--- src/rtl/uart_reg_bridge.sv ---
// Parses [op][addr]([d0..d3]) byte frames into single register-bus accesses and returns status/read bytes.
// A CMD_SYNC command byte aborts any frame, bus wait or response and returns the parser to IDLE.
module uart_reg_bridge #(
    parameter int         TIMEOUT  = 1000,
    parameter logic [7:0] OP_READ  = 8'h01,
    parameter logic [7:0] OP_WRITE = 8'h02,
    parameter logic [7:0] CMD_SYNC = 8'h00
) (
    input  logic        clk,
    input  logic        rst,
    input  logic [7:0]  rx_data,
    input  logic        rx_valid,
    output logic        rx_ready,
    input  logic [7:0]  cmd_data,
    input  logic        cmd_valid,
    output logic        cmd_ready,
    output logic [7:0]  tx_data,
    output logic        tx_valid,
    input  logic        tx_ready,
    output logic [7:0]  bus_addr,
    output logic [31:0] bus_wdata,
    output logic        bus_we,
    output logic        bus_re,
    input  logic [31:0] bus_rdata,
    input  logic        bus_ack
);
    typedef enum logic [2:0] {S_IDLE, S_ADDR, S_WDATA, S_BUS, S_RESP, S_RDATA} state_t;

    localparam logic [15:0] TO_CYC = 16'(TIMEOUT);

    state_t      state_q, state_d;
    logic        is_read_q, is_read_d;
    logic [1:0]  idx_q, idx_d;
    logic [15:0] cnt_q, cnt_d;
    logic [7:0]  status_q, status_d;
    logic [31:0] rdata_q, rdata_d;
    logic        tx_valid_q, tx_valid_d;
    logic [7:0]  tx_data_q, tx_data_d;
    logic [7:0]  bus_addr_q, bus_addr_d;
    logic [31:0] bus_wdata_q, bus_wdata_d;
    logic        sync, rx_acc, strobe;

    assign sync      = cmd_valid && (cmd_data == CMD_SYNC);
    assign cmd_ready = 1'b1;
    assign rx_ready  = (state_q == S_IDLE) || (state_q == S_ADDR) || (state_q == S_WDATA);
    assign rx_acc    = rx_valid && rx_ready;
    // The first BUS cycle is the only one with a zero counter; an abort there suppresses the strobe.
    assign strobe    = (state_q == S_BUS) && (cnt_q == 16'd0) && !sync;
    assign bus_we    = strobe && !is_read_q;
    assign bus_re    = strobe && is_read_q;
    assign tx_valid  = tx_valid_q;
    assign tx_data   = tx_data_q;
    assign bus_addr  = bus_addr_q;
    assign bus_wdata = bus_wdata_q;

    always_comb begin
        state_d     = state_q;
        is_read_d   = is_read_q;
        idx_d       = idx_q;
        cnt_d       = cnt_q;
        status_d    = status_q;
        rdata_d     = rdata_q;
        tx_valid_d  = tx_valid_q;
        tx_data_d   = tx_data_q;
        bus_addr_d  = bus_addr_q;
        bus_wdata_d = bus_wdata_q;

        case (state_q)
            S_IDLE: begin
                if (rx_acc) begin
                    if (rx_data == OP_READ || rx_data == OP_WRITE) begin
                        is_read_d = (rx_data == OP_READ);
                        state_d   = S_ADDR;
                    end else begin
                        status_d   = 8'h02;
                        state_d    = S_RESP;
                        tx_valid_d = tx_ready;
                        tx_data_d  = 8'h02;
                    end
                end
            end
            S_ADDR: begin
                if (rx_acc) begin
                    bus_addr_d = rx_data;
                    cnt_d      = 16'd0;
                    idx_d      = 2'd0;
                    state_d    = is_read_q ? S_BUS : S_WDATA;
                end
            end
            S_WDATA: begin
                if (rx_acc) begin
                    bus_wdata_d[{idx_q, 3'b000} +: 8] = rx_data;
                    idx_d = idx_q + 2'd1;
                    if (idx_q == 2'd3) begin
                        cnt_d   = 16'd0;
                        state_d = S_BUS;
                    end
                end
            end
            S_BUS: begin
                cnt_d = cnt_q + 16'd1;
                if (bus_ack) begin
                    if (is_read_q) rdata_d = bus_rdata;
                    status_d   = 8'h00;
                    state_d    = S_RESP;
                    tx_valid_d = tx_ready;
                    tx_data_d  = 8'h00;
                end else if (cnt_q == TO_CYC) begin
                    status_d   = 8'h01;
                    state_d    = S_RESP;
                    tx_valid_d = tx_ready;
                    tx_data_d  = 8'h01;
                end
            end
            S_RESP: begin
                if (tx_valid_q) begin
                    if (tx_ready) begin
                        tx_valid_d = 1'b0;
                        idx_d      = 2'd0;
                        state_d    = (is_read_q && status_q == 8'h00) ? S_RDATA : S_IDLE;
                    end
                end else if (tx_ready) begin
                    tx_valid_d = 1'b1;
                    tx_data_d  = status_q;
                end
            end
            S_RDATA: begin
                if (tx_valid_q) begin
                    if (tx_ready) begin
                        tx_valid_d = 1'b0;
                        idx_d      = idx_q + 2'd1;
                        if (idx_q == 2'd3) state_d = S_IDLE;
                    end
                end else if (tx_ready) begin
                    tx_valid_d = 1'b1;
                    tx_data_d  = rdata_q[{idx_q, 3'b000} +: 8];
                end
            end
            default: state_d = S_IDLE;
        endcase

        // Abort wins over any simultaneous accept or transfer: that byte is dropped.
        if (sync) begin
            state_d     = S_IDLE;
            idx_d       = 2'd0;
            cnt_d       = 16'd0;
            tx_valid_d  = 1'b0;
            bus_addr_d  = bus_addr_q;
            bus_wdata_d = bus_wdata_q;
        end
    end

    always_ff @(posedge clk or posedge rst) begin
        if (rst) begin
            state_q     <= S_IDLE;
            is_read_q   <= 1'b0;
            idx_q       <= 2'd0;
            cnt_q       <= 16'd0;
            status_q    <= 8'h00;
            rdata_q     <= 32'h0;
            tx_valid_q  <= 1'b0;
            tx_data_q   <= 8'h00;
            bus_addr_q  <= 8'h00;
            bus_wdata_q <= 32'h0;
        end else begin
            state_q     <= state_d;
            is_read_q   <= is_read_d;
            idx_q       <= idx_d;
            cnt_q       <= cnt_d;
            status_q    <= status_d;
            rdata_q     <= rdata_d;
            tx_valid_q  <= tx_valid_d;
            tx_data_q   <= tx_data_d;
            bus_addr_q  <= bus_addr_d;
            bus_wdata_q <= bus_wdata_d;
        end
    end
endmodule
--- config.mk ---
export PLATFORM = sky130hd
export DESIGN_NAME = uart_reg_bridge
export DESIGN_NICKNAME = d
export VERILOG_FILES = /design/src/rtl/uart_reg_bridge.sv
export SDC_FILE = /design/constraint.sdc
export NUM_CORES = 1
export LEC_CHECK = 0
export CAP_MARGIN = 20
export CORE_MARGIN = 2
export CORE_UTILIZATION = 35
export CTS_CLUSTER_SIZE = 28
export DETAILED_ROUTE_END_ITERATION = 16
export PLACE_DENSITY_LB_ADDON = 0.3
export SYNTH_ARGS = -nofsm -noshare
export SYNTH_HDL_FRONTEND = slang
export SYNTH_SLANG_ARGS = --single-unit
--- constraint.sdc ---
create_clock -name clk -period 4.85 [get_ports clk]
set_input_delay 0.97 -clock clk [delete_from_list [all_inputs] [get_ports clk]]
set_output_delay 0.97 -clock clk [all_outputs]
set_load 0.05 [all_outputs]
**After elaboration in Yosys (flattened, before gate mapping)**

Cells that the tools add are included.

- Add/sub/neg operators: 3
- Multipliers: 0
- Divide/modulo/power cells: 0
- Order comparisons: 0
- Eq/ne operators: 27
- Shift operators: 3
- Mux-type cells: 49
- Bitwise logic cells: 1
- Reduce and logical (&&, ||, !) cells: 32

Operators with widths:

| kind | number |
|---|---|
| $mux W16 | 4 |
| $mux W8 | 8 |
| $pmux W16 S3 | 1 |
| $mux W3 | 14 |
| $bwmux W32 | 1 |
| $pmux W8 S4 | 1 |
| $shift A8 B7 Y32 const A | 1 |
| $shiftx A32 B6 Y8 | 1 |
| $shiftx A8 B7 Y32 | 1 |
| $ne A3 B3 Y1 const B | 9 |
| $pmux W3 S6 | 1 |
| $add A16 B1 Y16 const B | 1 |
| $eq A16 B10 Y1 const B | 1 |
| $logic_not A16 Y1 | 1 |
| $logic_not A8 Y1 | 2 |
| $pmux W8 S2 | 1 |
| $mux W2 | 7 |
| $ne A2 B2 Y1 const B | 6 |
| $reduce_and A3 Y1 | 4 |
| $reduce_and A4 Y1 | 3 |
| $reduce_bool A4 Y1 | 3 |
| $reduce_and A10 Y1 | 1 |
| $mux W1 | 9 |
| $eq A8 B1 Y1 const B | 1 |
| 21 further kinds | 33 |

- Register bits: 111
- Bits in latches: 0
- Memory bits (writable): 0
- Bits in read-only memories: 0
- Input bits: 54
- Output and inout port bits: 53
- Memories kept: 0

**Logic depth before layout (Yosys ltp)**

Gate-level depths: netlist of run 1.

- Depth in word-level cells: 7
- Depth in mapped cells: 7
- Mapped depth without buffers: 7

**Worst setup path after synthesis of run 1**

OpenSTA, ideal clock, no wires.

- Path type: input -> output
- Start: input cmd_valid
- End: output bus_re
- Arrival: 2164 ps
- Required time: 3880 ps
- Path slack: 1716 ps
- Stages: 4
- Cell sequence: nor2b_1 > a31o_2 > nand4bb_1 > nor2_1

- Longest elaborated chain between the ends: 4

RTL lines:

| element | RTL line | text |
|---|---|---|
| start, declared | 15 | `input logic cmd_valid,` |
| $logic_and A1 B1 Y1 | 43 | `assign sync = cmd_valid && (cmd_data == CMD_SYNC);` |
| $logic_not A1 Y1 | 48 | `assign strobe = (state_q == S_BUS) && (cnt_q == 16'd0) && !sync;` |
| $logic_and A1 B1 Y1 | 48 |  |
| $logic_and A1 B1 Y1 | 50 | `assign bus_re = strobe && is_read_q;` |
| end, declared | 23 | `output logic bus_re,` |

No other way between the ends.

**Final worst setup path of run 1**

- Start: input cmd_data[2]
- End: output bus_we

- Longest elaborated chain between the ends: 5

RTL lines:

| element | RTL line | text |
|---|---|---|
| start, declared | 14 | `input logic [7:0] cmd_data,` |
| $logic_not A8 Y1 | 43 |  |
| $logic_and A1 B1 Y1 | 43 |  |
| $logic_not A1 Y1 | 48 |  |
| $logic_and A1 B1 Y1 | 48 |  |
| $logic_and A1 B1 Y1 | 49 | `assign bus_we = strobe && !is_read_q;` |
| end, declared | 22 | `output logic bus_we,` |

No other way between the ends.

==> flow_metrics.py, run 1 <==
metrics = {
    "status": {
        "status": "finished clean",
    },
    "synth": {
        "ys_async_sr_fraction": 1.00,
        "yosysWarnings": 0,
        "synthAdderAreaFrac": 0.0193,
        "synth-xor-area-share": 0.0135,
        "ys_ff_latch": 105,
        "synth-edff-count": 0,
        "syn_inst": 479,
        "synth-compound-area-share": 0.114,
        "synth_area_leaders": "dfrtp_1 (51%), mux2_2 (10%), nand2_1 (5.7%)",
        "ys_seq_area_frac": 0.507,
        "avgSynthCellArea_sq_um": 10.8,
        "synth.largest_area_cell": "dfrtp_1",
        "synth_top_area_frac": 0.507,
        "synthMuxAreaShare": 0.147,
        "synth-simple-area-share": 0.162,
        "synth_area_sq_um": 5180,
        "synthFlopType": "dfrtp_1",
        "synthesis.nets": 541,
        "synthTopCellsByCount": "dfrtp_1 (105), nand2_1 (79), o21ai_0 (49)",
        "ys_types": 68,
        "synth_top_family_by_area": "simple AND/OR/NAND/NOR gates",
        "synth.most_common_cell": "dfrtp_1",
    },
    "drt": {
        "route.top_layer_used": "met4",
        "drtAntennaViolNets": 0,
        "wl_met3_um": 946,
        "wl_met1_um": 5370,
        "drc_errors": 0,
        "firstDrtPassIters": 5,
        "vias": 3939,
        "routed_via_density": 5.16,
        "drt_iter0_drc": 283,
        "wl_met2_um": 5650,
        "wl_per_cell_um": 16.0,
        "wl_um": 12200,
    },
    "worst_setup_path": {
        "reg2reg_to": "bus_wdata[14]",
        "startpoint": "cmd_data[2]",
        "startpoint_type": "input pin",
        "timing.rr.start": "idx_q[0]",
        "endpoint_kind": "output port",
        "required_ns": 3.88,
        "r2r_slack_ns": 2.16,
        "worstRegToRegCells": 5,
        "path_max_fanout": 12,
        "worst-setup-path-type": "input pin to output port",
        "crit_arrival_ns": 3.16,
    },
    "timing": {
        "maxSlewViolCount": 0,
        "setup_ws_ns": 0.724,
        "tightest_slew_ns": 0.976,
        "timing.hold.ws_ns": 0.482,
        "finalSetupTns_ns": 0,
        "fin_crit_sh": 0.851,
        "slew_headroom": 0.348,
        "hold_violations": 0,
        "period_minus_slack_ns": 4.13,
        "setup_viol": 0,
        "clock_skew_ns": 0.00447,
        "rsz0062_at_grt": "false",
        "max_freq_mhz": 242,
    },
    "power_and_ir_drop": {
        "p_per_area_nw_per_um2": 570,
        "total_power_mw": 3.77,
        "peakVddDrop_mv": 0.286,
        "leakagePower_nw": 2.76,
    },
    "clock_network": {
        "postCtsHoldBufs": 0,
        "cts.repair.resized": 0,
        "clk_latency_ns": 0.35,
        "clock-sinks": 105,
        "post_cts_buffers": 0,
        "clockBufferDepth": 2,
        "cts_tree": "built",
        "cts_made_buffers": 9,
        "htree_levels": 3,
        "cts-root-buf": "clkbuf_16",
        "clkTransAtPathRegs_ns": 0.07,
    },
    "die": {
        "num_rows": 44,
        "die_area_sq_um": 15800,
        "initial_core_util": 0.358,
        "die_w_um": 126,
        "die_h_um": 126,
        "coreArea_sq_um": 14500,
        "ioPinCount": 107,
    },
    "finish": {
        "area_delta_synth_final_pct": 27.7,
        "drive_above_1_share": 0.152,
        "nets": 636,
        "layout.cells.non_filler": 763,
        "fin_util": 0.457,
        "fin_area_sq_um": 6620,
        "n_antenna_cell": 0,
    },
    "global_routing": {
        "first_global_vias": 3754,
        "antenna_found_initial": 0,
        "grt_overflow": 0,
        "grt_start_max_net_pins": 70,
        "grt_pass1_wl_um": 19700,
        "grtUsageTotal": 0.157,
    },
    "hold_path": {
        "hold_class": "flop to flop",
        "min-delay-start": "bus_wdata[7]",
        "min_path_cells": 2,
        "hold_end": "bus_wdata[7]",
    },
    "placement": {
        "postPlaceCellArea_sq_um": 6350,
        "dp.cells": 746,
        "dp_hpwl_um": 8580,
        "port_buffers": 105,
        "dp_slack_ns": 0.739,
        "gp_congestion": 0.847,
    },
    "run": {
        "max-cap-violations": 0,
    },
}
logic make-up after synthesis:
family / count (synthesis)
AND/OR/NAND/NOR: 168
AO/OA/AOI/OAI: 94
multiplexers: 58
other: 1
flip-flops: 105
buffers and inverters: 37
XOR/XNOR: 8
adder cells (fa/ha/maj): 8
registers in the layout, indices dropped and copies added, names as in the netlist:
register and cells:
bus_addr 8, bus_wdata 32, cnt_q 16, idx_q 2, is_read_q 1, rdata_q 32, state_q 3, status_q 2
tx_data 8, tx_valid 1
final cells by class:
cell class / count / area [sq um]
Tap cell: 184 / 230
Multi-Input combinational cell: 337 / 2370
Clock buffer: 10 / 229
Clock inverter: 6 / 35.0
Fill cell: 1351 / 7860
Sequential cell: 105 / 2630
Timing Repair Buffer: 109 / 1080
Inverter: 12 / 47.5
report_power, final:
| group | internal (mW) | total (mW) | switching (mW) |
|---|---|---|---|
| logic | 0.747 | 1.70 | 0.957 |
| clock network | 0.344 | 0.658 | 0.313 |
| registers | 1.16 | 1.41 | 0.251 |
| total | 2.25 | 3.77 | 1.52 |
routing by layer:
layer,GRT usage,vias up
met5,0,-
met1,0.206,1895
li1,-,1896
met3,0.0556,10
met4,0.0529,0
met2,0.243,138
cells in the final DEF (no fill, tap or decap), types with 5 or more instances in the layout:
cell type,n
and3_1,8
nand2_1,79
a21oi_1,11
mux2_2,47
ha_1,8
o21ai_0,49
inv_1,10
mux4_1,5
dfrtp_1,105
nor2_1,28
clkdlybuf4s50_1,105
o2111ai_1,5
nand3_1,8
clkbuf_16,9
nor2b_1,6
xor2_1,7
critical path, stage by stage:
cell and delay (ns):
clkdlybuf4s50_1 0.40, nor4_1 0.45, a31o_2 0.38, nand4bb_1 0.20, nor2_1 0.06, clkdlybuf4s50_1 0.70
worst max-delay path by stage:
stage | endpoint | slack [ns]
floorplan | bus_addr[0] | 1.12
global placement | bus_we | 0.81
detailed placement | bus_we | 0.74
CTS | bus_we | 0.74
global route | bus_we | 0.58
finish | bus_we | 0.72
No activity file was read; power rests on OpenSTA's default activity.
==> inputs of run 2 (changes only) <==
- CORE_MARGIN: 2 -> default
==> run 2 against run 1 <==
Compared with the run above: global-route usage up 1.3 points; worst setup slack got worse by 0.028 ns; power increased by 0.63%; cell count is 0.13% lower; combinational power about the same; count of clock-buffer cells in the layout increased by 3; maximum frequency down 0.68%.
==> flow_metrics.py, run 2 (same netlist as run 1, synthesis figures left out) <==
metrics = {
    "clock_network": {
        "postCtsHoldBufs": 0,
        "clk_latency_ns": 0.35,
        "htree_levels": 3,
        "cts_tree": "built",
        "cts_made_buffers": 9,
        "cts-root-buf": "clkbuf_16",
        "clock-sinks": 105,
        "cts.repair.resized": 0,
        "post_cts_buffers": 0,
        "clkTransAtPathRegs_ns": 0.07,
        "clockBufferDepth": 2,
    },
    "power_and_ir_drop": {
        "p_per_area_nw_per_um2": 573,
        "total_power_mw": 3.80,
        "leakagePower_nw": 2.77,
        "peakVddDrop_mv": 0.245,
    },
    "die": {
        "initial_core_util": 0.358,
        "die_w_um": 124,
        "coreArea_sq_um": 14500,
        "die_h_um": 124,
        "ioPinCount": 107,
        "die_area_sq_um": 15300,
        "num_rows": 44,
    },
    "worst_setup_path": {
        "crit_buf_inv": 2,
        "worst-setup-path-type": "input pin to output port",
        "critPathTopFamily": "buffers and inverters",
        "startpoint_type": "input pin",
        "path_max_fanout": 12,
        "slowest_delay_ns": 0.71,
        "worstPathCellList": "clkdlybuf4s50_1 -> nor4_1 -> a31o_2 -> nand4bb_1 -> nor2_1 -> clkdlybuf4s50_1",
        "cp_common_cell": "clkdlybuf4s50_1",
        "endpoint_kind": "output port",
        "required_ns": 3.88,
        "crit_arrival_ns": 3.18,
        "cp_slowest_cell": "clkdlybuf4s50_1",
    },
    "finish": {
        "area_delta_synth_final_pct": 27.9,
        "final_cell_mix": "dfrtp_1 (105), clkdlybuf4s50_1 (105), nand2_1 (79)",
        "nets": 636,
        "drive_above_1_share": 0.149,
        "n_antenna_cell": 0,
    },
    "timing": {
        "clock_skew_ns": 0.00786,
        "rsz0062_at_grt": "false",
        "timing.hold.ws_ns": 0.478,
        "fin_crit_sh": 0.857,
        "period_minus_slack_ns": 4.15,
        "slew_headroom": 0.306,
        "max_freq_mhz": 241,
        "setup_viol": 0,
        "tightest_slew_ns": 1.04,
        "hold_violations": 0,
        "finalSetupTns_ns": 0,
        "maxSlewViolCount": 0,
    },
    "global_routing": {
        "antenna_found_initial": 0,
        "grt_overflow": 0,
        "grt_pass1_wl_um": 19700,
        "grtUsageTotal": 0.170,
        "grt_start_max_net_pins": 66,
        "first_global_vias": 3885,
    },
    "placement": {
        "dp_hpwl_um": 8770,
        "gp_congestion": 0.832,
        "port_buffers": 105,
    },
    "drt": {
        "firstDrtPassIters": 4,
        "drtAntennaViolNets": 0,
        "vias": 3911,
        "drc_errors": 0,
        "routed_via_density": 5.13,
        "wl_per_cell_um": 16.0,
        "drt_iter0_drc": 210,
        "wl_um": 12200,
    },
    "run": {
        "max-cap-violations": 0,
    },
    "hold_path": {
        "hold_class": "flop to flop",
    },
    "status": {
        "status": "finished clean",
    },
}
[run 2: changes by cell type in the layout (fill, tap and decap cells not counted)]
cell        previous run  this run
buf_4                  3         4
clkbuf_1               1         2
clkbuf_4               1         0
clkbuf_8               0         2
clkinv_2               4         1
clkinv_4               0         1
clkinvlp_4             2         0
[run 2: path summary, 6_finish.rpt]
path	startpoint	to	slack, ns	cells past startpoint
setup / recovery	cmd_data[2]	bus_we	0.70	6
setup reg to reg	idx_q[0]	bus_wdata[1]	2.05	5
min in group asynchronous	rst	bus_wdata[30]	1.10	3
max in group asynchronous	rst	cnt_q[12]	3.06	3
hold reg to reg	bus_wdata[20]	bus_wdata[20]	0.48	2
hold / removal	bus_wdata[20]	bus_wdata[20]	0.48	2
[run 2: stage by stage]
step / setup slack [ns] / util / cell area [sq um] / std cells
after global routing: 0.609 / 0.458 / 6630 / 762
after CTS: 0.706 / 0.458 / 6630 / 762
after global placement: 0.819 / 0.439 / 6360 / 747
final: 0.695 / 0.458 / 6630 / 762
after floorplan: 1.12 / - / 5180 / 479
after detailed placement: 0.706 / 0.439 / 6360 / 747
[run 2: metal layers]
metal / vias up / global-route usage / part of all wire
met5: - / 0 / 0
met4: 0 / 0.0625 / 0.011
met3: 9 / 0.0458 / 0.071
met2: 117 / 0.264 / 0.46
met1: 1892 / 0.226 / 0.46
li1: 1893 / - / -
[run 2: cell type report]
type	count	area, sq um
clock buffer	13	260
fill	1366	7850
multi-input combinational	337	2370
tap	184	230
clock inverter	2	13.8
inverter	12	47.5
timing repair buffer	109	1080
sequential	105	2630
[run 2: power breakdown]
group,switching [mW],internal (mW)
logic,0.958,0.738
registers,0.255,1.16
clock network,0.312,0.374
total,1.52,2.27
[run 2: tightest hold or removal path, delay by kind of cell, from the launching register on]
family          cells  cell delay [ns]
flops               1             0.34
compound gates      1             0.06
simple gates        1             0.05
